## config.mk

```make
export PLATFORM = sky130hd
export DESIGN_NAME = vga_sync_decoder
export DESIGN_NICKNAME = d
export VERILOG_FILES = /design/src/rtl/vga_timing_pkg.sv /design/src/rtl/sync_edge_det.sv /design/src/rtl/vga_sync_decoder.sv
export SDC_FILE = /design/constraint.sdc
export NUM_CORES = 1
export LEC_CHECK = 0
export BUFFER_PORTS_ARGS = -buffer_cell sky130_fd_sc_hd__buf_2
export CORE_UTILIZATION = 30
export CTS_CLUSTER_SIZE = 8
export DETAILED_ROUTE_END_ITERATION = 6
export SYNTH_ARGS = -nofsm -noshare
export SYNTH_HDL_FRONTEND = slang
export SYNTH_SLANG_ARGS = --single-unit
```

## constraint.sdc

```tcl
create_clock -name clk -period 8.8 [get_ports clk]
set_clock_uncertainty 0.05 [all_clocks]
set_input_delay 1.32 -clock clk [delete_from_list [all_inputs] [get_ports clk]]
set_output_delay 1.32 -clock clk [all_outputs]
set_load 0.02 [all_outputs]
```

## src/rtl/vga_timing_pkg.sv

```systemverilog
// Shared VGA timing defaults, counter widths and the sync-decoder state encoding.
package vga_timing_pkg;

   localparam int unsigned H_PW_DEF        = 96;
   localparam int unsigned H_BP_DEF        = 48;
   localparam int unsigned H_DISP_DEF      = 640;
   localparam int unsigned H_FP_DEF        = 16;
   localparam int unsigned V_PW_DEF        = 2;
   localparam int unsigned V_BP_DEF        = 33;
   localparam int unsigned V_DISP_DEF      = 480;
   localparam int unsigned V_FP_DEF        = 10;
   localparam int unsigned LOCK_FRAMES_DEF = 2;

   localparam int unsigned CNT_W  = 11;
   localparam int unsigned POS_W  = 12;
   localparam int unsigned GOOD_W = 3;

   function automatic int unsigned timing_total(input int unsigned pw, input int unsigned bp,
                                                input int unsigned disp, input int unsigned fp);
      return pw + bp + disp + fp;
   endfunction

   localparam int unsigned H_S_DEF = timing_total(H_PW_DEF, H_BP_DEF, H_DISP_DEF, H_FP_DEF);
   localparam int unsigned V_S_DEF = timing_total(V_PW_DEF, V_BP_DEF, V_DISP_DEF, V_FP_DEF);

   // Counters stick at all-ones so a dead input cannot wrap back into a valid-looking position.
   function automatic logic [CNT_W-1:0] sat_inc(input logic [CNT_W-1:0] v);
      return (v == '1) ? v : v + CNT_W'(1);
   endfunction

   typedef enum logic [1:0] {
      SEARCH = 2'd0,
      ALIGN  = 2'd1,
      LOCKED = 2'd2
   } sync_state_e;

endpackage

```

## src/rtl/sync_edge_det.sv

```systemverilog
// Two-flop synchronizer plus history flop for an active-low sync, advanced on pix_en.
module sync_edge_det (
   input  logic clk,
   input  logic rst,
   input  logic pix_en,
   input  logic sync_n,
   output logic fall_c,
   output logic rise_c
);

   logic meta;
   logic sync;
   logic prev;

   // Idle level is high so reset never manufactures a fall.
   always_ff @(posedge clk or posedge rst) begin
      if (rst) begin
         meta <= 1'b1;
         sync <= 1'b1;
         prev <= 1'b1;
      end else if (pix_en) begin
         meta <= sync_n;
         sync <= meta;
         prev <= sync;
      end
   end

   assign fall_c = prev & ~sync;
   assign rise_c = ~prev & sync;

endmodule

```

## src/rtl/vga_sync_decoder.sv

```systemverilog
// Recovers VGA pixel position from hsync/vsync, qualifies timing and reports lock.
module vga_sync_decoder
   import vga_timing_pkg::*;
#(
   parameter int unsigned H_PW        = H_PW_DEF,
   parameter int unsigned H_BP        = H_BP_DEF,
   parameter int unsigned H_DISP      = H_DISP_DEF,
   parameter int unsigned H_FP        = H_FP_DEF,
   parameter int unsigned V_PW        = V_PW_DEF,
   parameter int unsigned V_BP        = V_BP_DEF,
   parameter int unsigned V_DISP      = V_DISP_DEF,
   parameter int unsigned V_FP        = V_FP_DEF,
   parameter int unsigned LOCK_FRAMES = LOCK_FRAMES_DEF
) (
   input  logic             clk,
   input  logic             rst,
   input  logic             pix_en,
   input  logic             hsync_in,
   input  logic             vsync_in,
   output logic [POS_W-1:0] x,
   output logic [POS_W-1:0] y,
   output logic             de,
   output logic             locked,
   output logic             err,
   output logic [CNT_W-1:0] line_len,
   output logic [CNT_W-1:0] frame_lines
);

   localparam int unsigned H_S = timing_total(H_PW, H_BP, H_DISP, H_FP);
   localparam int unsigned V_S = timing_total(V_PW, V_BP, V_DISP, V_FP);

   localparam logic [CNT_W-1:0]  H_PW_C  = CNT_W'(H_PW);
   localparam logic [CNT_W-1:0]  H_LAST  = CNT_W'(H_S - 1);
   localparam logic [CNT_W-1:0]  H_OVER  = CNT_W'(H_S);
   localparam logic [CNT_W-1:0]  V_LAST  = CNT_W'(V_S - 1);
   localparam logic [CNT_W-1:0]  V_OVER  = CNT_W'(V_S);
   localparam logic [POS_W-1:0]  X_OFS   = POS_W'(H_PW + H_BP);
   localparam logic [POS_W-1:0]  Y_OFS   = POS_W'(V_PW + V_BP);
   localparam logic [POS_W-1:0]  X_RST   = POS_W'(0) - X_OFS;
   localparam logic [POS_W-1:0]  Y_RST   = POS_W'(0) - Y_OFS;
   localparam logic [POS_W-1:0]  X_ACT   = POS_W'(H_DISP);
   localparam logic [POS_W-1:0]  Y_ACT   = POS_W'(V_DISP);
   localparam logic [GOOD_W-1:0] LOCK_N  = GOOD_W'(LOCK_FRAMES);

   logic h_fall;
   logic h_rise;
   logic v_fall;
   logic v_rise_unused;

   sync_edge_det u_hsync (
      .clk    (clk),
      .rst    (rst),
      .pix_en (pix_en),
      .sync_n (hsync_in),
      .fall_c (h_fall),
      .rise_c (h_rise)
   );

   sync_edge_det u_vsync (
      .clk    (clk),
      .rst    (rst),
      .pix_en (pix_en),
      .sync_n (vsync_in),
      .fall_c (v_fall),
      .rise_c (v_rise_unused)
   );

   sync_state_e       state;
   sync_state_e       state_nxt;
   logic [GOOD_W-1:0] good_cnt;
   logic [GOOD_W-1:0] good_cnt_nxt;
   logic              err_nxt;

   logic [CNT_W-1:0]  cnt_x;
   logic [CNT_W-1:0]  cnt_y;
   logic [CNT_W-1:0]  cnt_x_nxt;
   logic [CNT_W-1:0]  cnt_y_nxt;
   logic              rise_ok;
   logic              frame_ok;
   logic [POS_W-1:0]  x_nxt;
   logic [POS_W-1:0]  y_nxt;
   logic              de_nxt;

   logic              rise_pos_c;
   logic              good_line_c;
   logic              good_frame_c;
   logic              viol_c;

   // Counter recovery: fall restarts, vsync fall wins over the line increment.
   always_comb begin
      cnt_x_nxt = sat_inc(cnt_x);
      if (h_fall) begin
         cnt_x_nxt = '0;
      end
      cnt_y_nxt = cnt_y;
      if (v_fall) begin
         cnt_y_nxt = '0;
      end else if (h_fall) begin
         cnt_y_nxt = sat_inc(cnt_y);
      end
   end

   // Rise is judged by the count it lands on, i.e. the pulse width in pixels.
   assign rise_pos_c   = (sat_inc(cnt_x) == H_PW_C);
   assign good_line_c  = h_fall && (cnt_x == H_LAST) && rise_ok;
   assign good_frame_c = v_fall && good_line_c && (cnt_y == V_LAST) && frame_ok;

   assign viol_c = (h_rise && !rise_pos_c)
                || (h_fall && (cnt_x != H_LAST))
                || (!h_fall && (cnt_x == H_OVER))
                || (v_fall && !h_fall)
                || (!v_fall && (cnt_y == V_OVER));

   always_comb begin
      state_nxt    = state;
      good_cnt_nxt = good_cnt;
      err_nxt      = 1'b0;
      unique case (state)
         SEARCH: begin
            if (v_fall) begin
               state_nxt    = ALIGN;
               good_cnt_nxt = '0;
            end
         end
         ALIGN: begin
            if (v_fall) begin
               if (good_frame_c && !viol_c) begin
                  good_cnt_nxt = good_cnt + GOOD_W'(1);
                  if (good_cnt_nxt >= LOCK_N) begin
                     state_nxt = LOCKED;
                  end
               end else begin
                  good_cnt_nxt = '0;
               end
            end
         end
         LOCKED: begin
            if (viol_c) begin
               err_nxt      = 1'b1;
               state_nxt    = SEARCH;
               good_cnt_nxt = '0;
            end
         end
         default: begin
            state_nxt    = SEARCH;
            good_cnt_nxt = '0;
         end
      endcase
   end

   always_ff @(posedge clk or posedge rst) begin
      if (rst) begin
         state    <= SEARCH;
         good_cnt <= '0;
      end else if (pix_en) begin
         state    <= state_nxt;
         good_cnt <= good_cnt_nxt;
      end
   end

   // Outputs track the post-tick counter values so x/y stay aligned with cnt_x/cnt_y.
   always_comb begin
      x_nxt  = POS_W'(cnt_x_nxt) - X_OFS;
      y_nxt  = POS_W'(cnt_y_nxt) - Y_OFS;
      de_nxt = (state_nxt == LOCKED) && (x_nxt < X_ACT) && (y_nxt < Y_ACT);
   end

   always_ff @(posedge clk or posedge rst) begin
      if (rst) begin
         cnt_x       <= '0;
         cnt_y       <= '0;
         rise_ok     <= 1'b0;
         frame_ok    <= 1'b0;
         line_len    <= '0;
         frame_lines <= '0;
         x           <= X_RST;
         y           <= Y_RST;
         de          <= 1'b0;
         locked      <= 1'b0;
         err         <= 1'b0;
      end else if (pix_en) begin
         cnt_x <= cnt_x_nxt;
         cnt_y <= cnt_y_nxt;
         if (h_fall) begin
            line_len <= sat_inc(cnt_x);
            rise_ok  <= 1'b0;
         end else if (h_rise) begin
            rise_ok <= rise_pos_c;
         end
         if (v_fall) begin
            frame_lines <= sat_inc(cnt_y);
            frame_ok    <= 1'b1;
         end else if (h_fall) begin
            frame_ok <= frame_ok & good_line_c;
         end
         x      <= x_nxt;
         y      <= y_nxt;
         de     <= de_nxt;
         locked <= (state_nxt == LOCKED);
         err    <= err_nxt;
      end
   end

endmodule

```

### Word-level counts from Yosys, hierarchy flattened

Index checks and enable logic that the tools add are counted.

* register bits after elaboration: 84
* logic and storage cells: 99

* add/subtract/negate cells: 5
* equal/unequal tests: 14
* $lt $le $gt $ge: 3
* reductions and logical operators: 29
* bitwise operators: 7
* mux-type cells: 22

Operator list (count)
* $mux W11: 5
* $eq A11 B10 Y1 const B: 4
* $add A11 B1 Y11 const B: 2
* $eq A11 B11 Y1 const B: 2
* $logic_and A1 B1 Y1: 13
* $lt A12 B10 Y1 const B: 1
* $lt A12 B9 Y1 const B: 1
* $mux W3: 4
* $sub A11 B6 Y12 const B: 1
* $sub A11 B8 Y12 const B: 1
* $eq A11 B7 Y1 const B: 1
* $ne A11 B10 Y1 const B: 1
* $mux W2: 5
* $pmux W3 S3: 1
* $reduce_and A2 Y1: 4
* $mux W1: 6
* $ne A2 B2 Y1 const B: 3
* $pmux W2 S3: 1
* $and A1 B1 Y1: 4
* $eq A2 B2 Y1 const B: 2
* $logic_not A1 Y1: 4
* $logic_or A1 B1 Y1: 4
* $reduce_and A4 Y1: 1
* $reduce_bool A2 Y1: 2
* other kinds (5): 7

### Depth between registers and ports, before layout

* word-level depth: 17
* gate-level depth with buffers: 13

### By module

A second synthesis with hierarchy kept.

* cell total of the unflattened synthesis: 551
* area, all modules: 4839.6 µm²

By module, submodules not included
* vga_sync_decoder: sequential area each 1873.0 µm², times used 1, cells an instance 533, area each 4581.9 µm²
* sync_edge_det: sequential area each 78.8 µm², times used 2, cells an instance 9, area each 128.9 µm²

### Least setup slack after synthesis

OpenSTA, ideal clock, no wires.

* kind: flip-flop to flip-flop
* start point: register cnt_y[0]
* end point: register de
* required time: 8.646 ns
* arrival: 2.865 ns
* stages on the path, launching flop included: 13
* library setup time: 0.104 ns
* setup slack: 5.782 ns
* period minus slack after synthesis: 3.018 ns
* path through: dfrtp_1 ha_1 buf_4 nand4_4 o41ai_4 inv_1 nand2_1 a21oi_1 ha_1 o31a_4 nor4b_2 nor3_1 o41ai_2

* elaborated cells between the ends (all ways): 22
* those cells by class: add/sub (2); order compare (1); eq/ne (4); mux (7); reduce/logical (8)

RTL lines
* start, declared: line vga_sync_decoder.sv:75 `logic [CNT_W-1:0] cnt_y;`
* start signal, assigned: line vga_sync_decoder.sv:183 `cnt_y <= cnt_y_nxt;`
* $add A11 B1 Y11 or $eq A11 B11 Y1 (tied branches): line vga_timing_pkg.sv:28 `return (v == '1) ? v : v + CNT_W'(1);`
* $mux W11 *: line vga_timing_pkg.sv:28
* $mux W11 *: line vga_sync_decoder.sv:98 `end else if (h_fall) begin`
* $mux W11 *: line vga_sync_decoder.sv:96 `if (v_fall) begin`
* named net cnt_y_nxt[1]: line vga_sync_decoder.sv:77 `logic [CNT_W-1:0] cnt_y_nxt;`
* $sub A11 B6 Y12 *: line vga_sync_decoder.sv:164 `y_nxt = POS_W'(cnt_y_nxt) - Y_OFS;`
* $lt A12 B9 Y1 *: line vga_sync_decoder.sv:165 `de_nxt = (state_nxt == LOCKED) && (x_nxt < X_ACT) && (y_nxt < Y_ACT);`
* $logic_and A1 B1 Y1 *: line vga_sync_decoder.sv:165
* end signal, assigned: line vga_sync_decoder.sv:198 `de <= de_nxt;`
* end, declared: line vga_sync_decoder.sv:22 `output logic de,`

Mark *: on every way through the listed nets, which the timed path passes. The rest lies on a longest branch.
A chain may end at the register's enable or synchronous reset.

### Worst setup path after layout

Same ends and word-level chain as after synthesis.

==> metrics.txt <==
switch share 0.343; number of stages on the worst hold path 2; power density normalized to cell area 212 mW/mm^2; r2r worst-path depth 11; RSZ-0062 raised after global routing no; most numerous cell types in the synthesized netlist 68 x sky130_fd_sc_hd__nand2_1, 57 x sky130_fd_sc_hd__dfrtp_1, 54 x sky130_fd_sc_hd__o21ai_0; net count after synthesis 554; count of H-tree levels built during CTS 3; wire length reported by the detailed router 11700 um; Cell Count Post-Placement 764; Mapped Cells 538; Inserted Diodes 0; worst flop-to-flop path endpoint de$_DFFE_PP0P_; arrival time of the worst setup path 3.64 ns; launch instance of the worst register-to-register path cnt_y[0]$_DFFE_PP0P_; synth unique cells 70; Finished Cell Area 0.00548 mm^2; number of buffers created by CTS 9; buffers inserted during post-CTS setup optimization 0; worst reg2reg setup slack 5.36 ns; hold slack 0.423 ns; power share of the sequential group 0.412; fraction of layout cells with a size suffix above 1 0.227; worst path required time 8.99 ns; number of flops mapped to enable cells by yosys 0; insertion delay of the later-clocked pin in the worst-skew pair 0.34 ns; Post-Synthesis Mean Instance Area 8.97 um^2; final routed DRC violation total 0; Max Fclk 290 MHz; via count of the routed design 4020; Chip Height 129 um; worst min-delay path endpoint frame_lines[6]$_DFFE_PP0P_; startpoint class of the critical path register; number of synthesized register bits 80; leading cell type by number of instances after synthesis sky130_fd_sc_hd__nand2_1; Post-CTS Resized 0; total iterations of the first detailed-routing run 6; hpwl dp 8290 um; growth of design area from synthesis to finish 13.5%; most used flip-flop cell after synthesis sky130_fd_sc_hd__dfrtp_1; maximum buffer depth of the clock tree 2; leakage power summed over all cells 2.28 nW; area of the multi-input gates 0.00249 mm^2; worst min-delay path class register to register; post-DR vias/cell 5.15; share of synthesized flip-flops with an asynchronous set or reset 1.00; proportion of power drawn by the clock network 0.327; CTS Hold Bufs 0; total overflow reported by the global router 0; setup_tns 0 ns; highest ir drop seen on vdd 0.0000917 V; I/O pin total 54; overall fraction of global-route tracks in use 0.151; Post-Synthesis Cell Area 0.00483 mm^2; Initial DRC Count 299; number of nets in the final layout 580; wire length of the first global-routing pass 19700 um; portion of the post-synthesis area used by sequential elements 0.421; die footprint 0.0166 mm^2; TritonCTS clock tree yes; maximum number of pins on one net before global-route repair 81; worst slew pin tran 0.985 ns; area inside the core boundary 0.0154 mm^2; main area contributors after synthesis sky130_fd_sc_hd__dfrtp_1 30%, sky130_fd_sc_hd__dfstp_2 13%, sky130_fd_sc_hd__o21ai_0 5.6%; number of I/O port buffers 53; critical path endpoint category register; die width 129 um; headroom to the max-slew limit 0.343; vias in the first global route 3792; root buffer selected by CTS sky130_fd_sc_hd__clkbuf_16; clock slew seen by the registers of the worst setup and hold paths 0.06 ns; wire length per cell 15.1 um; Non-Filler Instances 780; critical hold path startpoint frame_lines[6]$_DFFE_PP0P_; max-slew violation count 0; final critical-path share of the clock period 0.391; combinational share of power 0.260; number of warnings printed during yosys synthesis 0; number of antenna violations at the first check in global routing 0; net switching power 399 uW; Worst Setup Path Type register to register; maximum fanout encountered on the critical timing path 8; Initial Utilization 0.313; number of clock sinks 80; last weighted congestion value of the routability-driven placer 0.847; number of failing hold endpoints at the final stage 0; Row Count 45; Placed Instance Area 0.00517 mm^2; remaining number of nets flagged by the antenna check after routing 0; status complete, no violations; top cell type by total area after synthesis sky130_fd_sc_hd__dfrtp_1; setup violation total in the final timing report 0; Total Power Consumption 1.16 mW; Layout fillers 1616; area of all sequential standard cells 0.00203 mm^2; count of maximum capacitance violations 0; post-layout minimum cycle time 3.44 ns; internal power 764 uW; top-area cell type share of the netlist area 0.296
==> how the worst max path moves through the flow <==
stage / startpoint / to / depth (start not counted) / slack (ns)
global route: cnt_y[0]$_DFFE_PP0P_ / de$_DFFE_PP0P_ / 11 / 5.07
global placement: pix_en / good_cnt[2]$_DFFE_PP0P_ / 7 / 5.37
finish: cnt_y[0]$_DFFE_PP0P_ / de$_DFFE_PP0P_ / 11 / 5.36
floorplan: rst / cnt_x[10]$_DFFE_PP0P_ / 1 / 5.42
detailed placement: pix_en / good_cnt[2]$_DFFE_PP0P_ / 7 / 5.27
CTS: cnt_y[0]$_DFFE_PP0P_ / de$_DFFE_PP0P_ / 11 / 5.36
==> metrics by stage <==
stage          worst slack, ns   util
3_5_place_dp              5.27  0.335
3_3_place_gp              5.37  0.335
2_1_floorplan             5.42      -
6_report                  5.36  0.355
4_1_cts                   5.36  0.355
5_1_grt                   5.07  0.355
==> sequential cells by signal, indices dropped and copies added, names as in the netlist, 2 cells and up <==
register	count
y	12
x	12
cnt_x	7
line_len	11
good_cnt	3
frame_lines	11
state	2
cnt_y	11
==> per-layer routing <==
metal | global-route usage | vias up | share of wire
met3 | 0.0216 | 14 | 0.052
met2 | 0.223 | 107 | 0.45
met4 | 0.0685 | 0 | 0.020
met1 | 0.218 | 1926 | 0.48
met5 | 0 | - | 0
li1 | - | 1973 | -
==> critical path, cell delays in order (launching register included) <==
cell	delay, ns
sky130_fd_sc_hd__dfrtp_1	0.45
sky130_fd_sc_hd__ha_1	0.39
sky130_fd_sc_hd__nand4_4	0.19
sky130_fd_sc_hd__o41ai_4	0.51
sky130_fd_sc_hd__inv_1	0.20
sky130_fd_sc_hd__nand2_1	0.12
sky130_fd_sc_hd__a21oi_1	0.08
sky130_fd_sc_hd__ha_1	0.24
sky130_fd_sc_hd__o31a_4	0.40
sky130_fd_sc_hd__nor4b_2	0.29
sky130_fd_sc_hd__nor3_1	0.09
sky130_fd_sc_hd__o41ai_2	0.32
==> cell families after synthesis <==
group | after synthesis | share of synthesized area
simple gates | 190 | 0.200
fa+ha+maj | 11 | 0.0285
flops | 80 | 0.421
xor+xnor | 20 | 0.0363
compound gates | 148 | 0.199
mux | 22 | 0.0513
buf+inv | 67 | 0.0638
==> cell usage in the layout (no fill, tap or decap), types with 5 or more instances in the layout <==
cell	count
sky130_fd_sc_hd__xnor2_1	18
sky130_fd_sc_hd__dfstp_2	23
sky130_fd_sc_hd__or3_1	6
sky130_fd_sc_hd__a21oi_1	29
sky130_fd_sc_hd__nand2_1	68
sky130_fd_sc_hd__dfrtp_1	57
sky130_fd_sc_hd__o21ai_0	54
sky130_fd_sc_hd__mux2_2	12
sky130_fd_sc_hd__o31ai_1	5
sky130_fd_sc_hd__nor3_1	13
sky130_fd_sc_hd__buf_2	53
sky130_fd_sc_hd__nor4_1	5
sky130_fd_sc_hd__and4_1	5
sky130_fd_sc_hd__nor2_1	42
sky130_fd_sc_hd__a31oi_1	15
sky130_fd_sc_hd__mux2i_1	9
sky130_fd_sc_hd__nand3_1	13
sky130_fd_sc_hd__inv_1	23
sky130_fd_sc_hd__ha_1	11
sky130_fd_sc_hd__clkbuf_16	9
sky130_fd_sc_hd__nand4_1	11
==> final cells by class <==
| class | count | share of cell area |
|---|---|---|
| multi-input combinational | 391 | 0.454 |
| sequential | 80 | 0.371 |
| timing repair buffer | 57 | 0.0539 |
| tap | 211 | 0.0482 |
| clock buffer | 10 | 0.0436 |
| inverter | 25 | 0.0174 |
| clock inverter | 6 | 0.0123 |
==> power groups by stage <==
stage / registers (mW) / clock network [mW] / logic (mW)
floorplan: 0.507 / 0 / 0.199
global placement: 0.483 / 0 / 0.306
detailed placement: 0.487 / 0 / 0.306
CTS: 0.481 / 0.390 / 0.307
global route: 0.491 / 0.405 / 0.335
finish: 0.480 / 0.381 / 0.303
Note: power is estimated with default switching activity, not from simulation.
